**src/rtl/irq_controller.sv**
```systemverilog
// Memory-mapped interrupt controller: latches rising edges on peripheral lines,
// arbitrates by fixed priority and drives a single masked IRQ towards the CPU.
module irq_controller #(
  parameter int          NSRC = 4,
  parameter logic [31:0] BASE = 32'h40000020
) (
  input  logic            clk,
  input  logic            reset,
  input  logic [NSRC-1:0] src,
  input  logic            pc31,
  input  logic            ack,
  input  logic            advance,
  input  logic [31:0]     address,
  input  logic            read_enable,
  input  logic            write_enable,
  input  logic [31:0]     writedata,
  output logic [31:0]     readdata,
  output logic            irq
);

  logic [NSRC-1:0] ienable_reg, ienable_next;
  logic [NSRC-1:0] ipend_reg, ipend_next;
  logic [NSRC-1:0] src_q_reg;
  logic            gie_reg, gie_next;
  logic            insvc_reg, insvc_next;
  logic            cause_valid_reg, cause_valid_next;
  logic [3:0]      cause_id_reg, cause_id_next;

  logic [NSRC-1:0] rise, clr, cand;
  logic [3:0]      winner;
  logic [31:0]     offset;
  logic [1:0]      sel;
  logic            in_window, wr_en, w1c, take;
  logic            unused_bits;

  // Window decode works for any word-aligned BASE, not only 16-byte aligned ones.
  assign offset    = {address[31:2], 2'b00} - BASE;
  assign in_window = (offset[31:4] == 28'd0);
  assign sel       = offset[3:2];
  assign wr_en     = write_enable & advance & in_window;
  assign w1c       = wr_en & (sel == 2'd1);

  assign cand = ipend_reg & ienable_reg;
  assign irq  = gie_reg & ~insvc_reg & ~pc31 & (|cand);
  assign take = ack & advance & irq;

  always_comb begin
    winner = 4'd0;
    for (int i = NSRC - 1; i >= 0; i--) begin
      if (cand[i]) winner = 4'(i);
    end
  end

  // A new edge on a bit always survives a same-cycle clear.
  genvar gi;
  generate
    for (gi = 0; gi < NSRC; gi++) begin : g_pend
      assign rise[gi]       = src[gi] & ~src_q_reg[gi];
      assign clr[gi]        = (take & (winner == 4'(gi))) | (w1c & writedata[gi]);
      assign ipend_next[gi] = rise[gi] | (ipend_reg[gi] & ~clr[gi]);
    end
  endgenerate

  always_comb begin
    ienable_next     = ienable_reg;
    gie_next         = gie_reg;
    insvc_next       = insvc_reg;
    cause_valid_next = cause_valid_reg;
    cause_id_next    = cause_id_reg;
    if (wr_en && sel == 2'd0) ienable_next = writedata[NSRC-1:0];
    if (wr_en && sel == 2'd3) begin
      gie_next = writedata[0];
      if (!writedata[1]) begin
        insvc_next       = 1'b0;
        cause_valid_next = 1'b0;
      end
    end
    if (take) begin
      cause_valid_next = 1'b1;
      cause_id_next    = winner;
      insvc_next       = 1'b1;
    end
  end

  always_ff @(posedge clk or negedge reset) begin
    if (!reset) begin
      ienable_reg     <= '0;
      ipend_reg       <= '0;
      src_q_reg       <= '0;
      gie_reg         <= 1'b0;
      insvc_reg       <= 1'b0;
      cause_valid_reg <= 1'b0;
      cause_id_reg    <= 4'd0;
    end else begin
      ienable_reg     <= ienable_next;
      ipend_reg       <= ipend_next;
      src_q_reg       <= src;
      gie_reg         <= gie_next;
      insvc_reg       <= insvc_next;
      cause_valid_reg <= cause_valid_next;
      cause_id_reg    <= cause_id_next;
    end
  end

  always_comb begin
    readdata = 32'd0;
    if (read_enable && in_window) begin
      case (sel)
        2'd0:    readdata[NSRC-1:0] = ienable_reg;
        2'd1:    readdata[NSRC-1:0] = ipend_reg;
        2'd2:    readdata = {cause_valid_reg, 27'd0, cause_id_reg};
        default: readdata = {30'd0, insvc_reg, gie_reg};
      endcase
    end
  end

  assign unused_bits = &{1'b0, writedata, address[1:0], offset[1:0]};

endmodule

```
**config.mk**
```make
export PLATFORM = sky130hd
export DESIGN_NAME = irq_controller
export DESIGN_NICKNAME = d
export VERILOG_FILES = /design/src/rtl/irq_controller.sv
export SDC_FILE = /design/constraint.sdc
export NUM_CORES = 1
export LEC_CHECK = 0
export ABC_AREA = 1
export CAP_MARGIN = 10
export CORE_UTILIZATION = 34
export DETAILED_ROUTE_END_ITERATION = 8
export HOLD_SLACK_MARGIN = 0.06
export PLACE_DENSITY = 0.77
export REMOVE_ABC_BUFFERS = 1
export SKIP_CTS_REPAIR_TIMING = 1
export SLEW_MARGIN = 20
export SYNTH_ARGS = -nofsm -noshare
export SYNTH_HDL_FRONTEND = slang
export SYNTH_SLANG_ARGS = --single-unit
```
**constraint.sdc**
```tcl
create_clock -name clk -period 1.53 [get_ports clk]
set_input_delay 0.153 -clock clk [delete_from_list [all_inputs] [get_ports clk]]
set_output_delay 0.153 -clock clk [all_outputs]
set_load 0.02 [all_outputs]
```
After elaboration in Yosys (flattened, before gate mapping)
Cells that the tools add are included.
- register bits after elaboration: 18
- output and inout port bits: 33
- input bits: 75
- reduce and logical (&&, ||, !) cells: 9
- equal/unequal tests: 7
- bitwise logic cells: 43
- add/sub/neg operators: 1
- muxes and demuxes: 10
- operators by type and width (operator ; count):
    two-way mux 32 bit ; 1
    subtractor 32 x 31 -> 32 bit, second input constant ; 1
    logical NOT 28 bit ; 1
    two-way mux 28 bit ; 1
    AND 1 bit ; 24
    one-hot mux 4 bit (3 select lines) ; 1
    NOT 1 bit ; 10
    equality test 4 x 2 -> 1 bit, second input constant ; 2
    OR 1 bit ; 8
    two-way mux 2 bit ; 3
    AND 4 bit ; 1
    equality test 2 bit, second input constant ; 2
    equality test 4 x 1 -> 1 bit, second input constant ; 1
    logical NOT 4 bit ; 1
    two-way mux 4 bit ; 1
    OR reduction 4 bit ; 1
    logical AND 1 bit ; 3
    two-way mux 1 bit ; 3
    equality test 2 x 1 -> 1 bit, second input constant ; 1
    logical NOT 2 bit ; 1
    inequality test 2 x 1 -> 1 bit, second input constant ; 1
    AND reduction 2 bit ; 1
    nonzero test 2 bit ; 1

Longest topological paths before layout
- depth after elaboration: 11
- depth in mapped cells: 16
- depth with buffers taken out: 16

Worst setup path before layout
Ideal clock, no wire load.
- path type: input to output
- from: input port address[5]
- to: output port readdata[0]
- stages: 14
- slack: -0.351 ns
- path buffers: 0
- arrival: 1.728 ns
- cell sequence: inv_1 ha_1 nand2_2 nor2_4 nand2_1 nand2_1 nand2_1 nor2_1 nand2_1 nor2_2 nand2_2 nor2_8 nand2_2 a21oi_1
- cells in the longest elaborated chain, start to end: 4
- ends and longest elaborated chain (what ; line ; RTL):
    start, declared ; 13 ; input logic [31:0] address,
    subtractor 32 x 31 -> 32 bit ; 37 ; assign offset = {address[31:2], 2'b00} - BASE;
    logical NOT 28 bit ; 38 ; assign in_window = (offset[31:4] == 28'd0);
    logical AND 1 bit ; 107 ; if (read_enable && in_window) begin
    two-way mux 32 bit ; 107 ;
    end, declared ; 17 ; output logic [31:0] readdata,
No other way between the ends.

Final worst setup path
- from: input port address[20]
- to: output port readdata[31]
Same word-level chain as after synthesis.

==> summary.txt <==
Floorplan
  • # rows: 26
  • Core area: 5107 um^2
  • I/O Pins: 108
  • Die Ht: 74.80 um
  • Initial Utilization: 35.28%
  • Die area: 5594 um^2
  • Die X: 74.80 um

Routing
  • Routed vias: 2,189
  • Initial drt markers: 128
  • WL/cell: 12.19 um
  • WL met1: 2355 um
  • Drc violations: 0
  • Vias per std cell: 4.708
  • Antenna Nets Post-Route: 0
  • Final WL: 5670 um
  • Routed wl met3: 342 um
  • Met2 WL: 2960 um
  • 1st-pass router iterations: 5
  • Top sig layer: met4

Global routing
  • First-pass GRT wire length: 7831 um
  • GRT overflow: 0
  • Number of global-route vias before repair: 1,815
  • Initial antenna violation count: 0
  • Pin count of the biggest net entering global routing: 17
  • Total track usage: 17.80%

Cells and area
  • ANT cells: 0
  • Multi-input logic area: 1396 um^2
  • Fin cells: 465
  • Fill count: 470
  • Finished Cell Area: 2872 um^2
  • Layout cells sized above 1: 36.20%
  • Final #Nets: 472
  • FF/Latch Area: 400.4 um^2
  • Synthesis-to-finish area growth: 59.37%

Placed design
  • Placed Cells incl. Taps: 451
  • Final HPWL DP: 4154 um
  • I/O Buffers: 50
  • Placer congestion estimate: 0.9300
  • Placed Area: 2510 um^2

Power
  • Pleak: 1.486 nW
  • Peak supply drop: 0.2424 mV
  • Power per cell area: 434.9 nW/um^2

Timing
  • Final hold viol count: 0
  • RSZ-0062 raised after global routing: yes
  • Worst setup margin: -0.4257 ns
  • TNS Setup: -3.766 ns
  • Final min period: 1.956 ns
  • Final setup viols: 15
  • Skew final: 0.006441 ns
  • Final period util: 127.8%
  • Fin. max-slew vios: 0
  • Max frequency: 511.3 MHz

Worst setup path
  • Worst-path fanout max: 5
  • Critical path startpoint category: input port
  • WP data required: 1.38 ns
  • CP Class: in -> out
  • CP Capture Type: output port
  • CP Cell Sequence: clkbuf_2, nor2_2, nand2_2, nor2_4, nand2_1, nand2_1, nand2_1, nor2_1, nand2_1, nor2_2, nand2_2, nor2_8, nand2_4, nor3b_2, buf_4
  • CP max stage cell: nor3b_2
  • Worst Path Arrival: 1.80 ns
  • Cell mode on critical path: nand2_1
  • Max stage delay on crit path: 0.18 ns

Synth
  • Synthesized instance count: 302
  • Main flop type after synthesis: dfrtp_1
  • Syn avg cell area: 5.966 um^2
  • Fraction of the yosys area taken by sequential cells: 22.22%
  • Unique masters post-synth: 28
  • Post-synth top area cell: dfrtp_1
  • Synth Warn #: 0
  • Count leader, synth: nand2_1
  • Synth top area share: 22.22%
  • Synth Cell Area: 1802 um^2
  • Top cells by count, synth: nand2_1, nor2_1, inv_1
  • Ys async rst share: 100.0%
  • Post-synth EDFFs: 0
  • Top post-synthesis cells by area: dfrtp_1, nand2_1, buf_4, nor2_1, inv_1
  • Number of synthesized register bits: 16

Outcome
  • Status: complete, but fails checks
  • Failing checks: setup timing

Clock network
  • Reg clk slew, reported paths: 0.06 ns
  • CTS tree: yes
  • Inserted Clock Buffers: 3
  • Worst skew pair latency: 0.25 ns
  • Clock sink count: 16
  • Clock tree buffer depth: 2
  • Clock root buffer: clkbuf_8
  • Htree depth: 1

Job
  • MaxCap Viol Count: 0

Worst hold path
  • Worst min path class: in -> async
==> layer usage <==
layer  GRT usage, %  vias to the layer above
li1               -                     1092
met1          23.87                     1004
met2          31.03                       91
met3          2.811                        2
met4          2.096                        0
met5              0                        -
==> critical path, delay by kind of cell <==
family	cells	cell delay, ns
AND/OR/NAND/NOR	13	1.37
buffers and inverters	2	0.28
==> report_power, final <==
part | internal (W) | switching (W) | total, W
sequential | 0.000428 | 0.00000134 | 0.000430
combinational | 0.000188 | 0.000257 | 0.000446
clock | 0.000228 | 0.000145 | 0.000373
==> path summary, 6_finish.rpt <==
| check | end | start | slack [ns] | depth (start not counted) |
|---|---|---|---|---|
| setup / recovery | readdata[31] | address[20] | -0.43 | 15 |
| hold / removal | ipend_reg[0] | reset | 0.21 | 2 |
| setup reg to reg | ipend_reg[1] | cause_valid_reg | -0.04 | 10 |
| hold reg to reg | ipend_reg[3] | src_q_reg[3] | 0.48 | 3 |
| max in group asynchronous | src_q_reg[2] | reset | 1.13 | 2 |
| min in group clk | src_q_reg[0] | src[0] | 0.36 | 1 |
==> cells by family after synthesis <==
family	Yosys count	synth area share [%]
other	1	0.2081
adder cells (fa/ha/maj)	1	0.6943
flip-flops	16	22.22
buffers and inverters	66	19.37
AO/OA/AOI/OAI	21	6.667
AND/OR/NAND/NOR	197	50.83
==> cell usage in the layout, fill, tap and decap left out, types with 4 or more instances in the layout <==
cell type	instances
o21ai_1	5
nand2_2	13
clkbuf_2	8
dfrtp_1	16
inv_2	4
nand2_1	89
nand4_1	11
conb_1	27
nor2_1	16
nand2_4	4
nor2_4	18
buf_6	8
buf_4	44
o21ai_0	5
nor2_2	20
clkdlybuf4s50_1	18
dlymetal6s2s_1	8
inv_1	33
clkbuf_8	4
a21oi_1	4
nand3_1	14
==> area by class of cell <==
type | instances | share of cell area, %
Sequential cell | 16 | 13.94
Inverter | 39 | 5.272
Timing Repair Buffer | 90 | 27.19
Tap cell | 70 | 3.050
Clock buffer | 4 | 1.917
Multi-Input combinational cell | 246 | 48.63
==> per-stage QoR <==
step / power, W / utilization, % / setup slack (ns) / hold slack (ns)
2_1_floorplan: 0.0005997 / - / -0.3509 / -0.1426
3_3_place_gp: 0.0008146 / 49.14 / -1.236 / 0.4651
3_5_place_dp: 0.0008187 / 49.14 / -1.261 / 0.4715
4_1_cts: 0.001190 / 50.22 / -1.265 / 0.2254
5_1_grt: 0.001310 / 56.22 / -0.5468 / 0.2413
6_report: 0.001249 / 56.22 / -0.4257 / 0.2111
No activity file was read; power rests on OpenSTA's default activity.
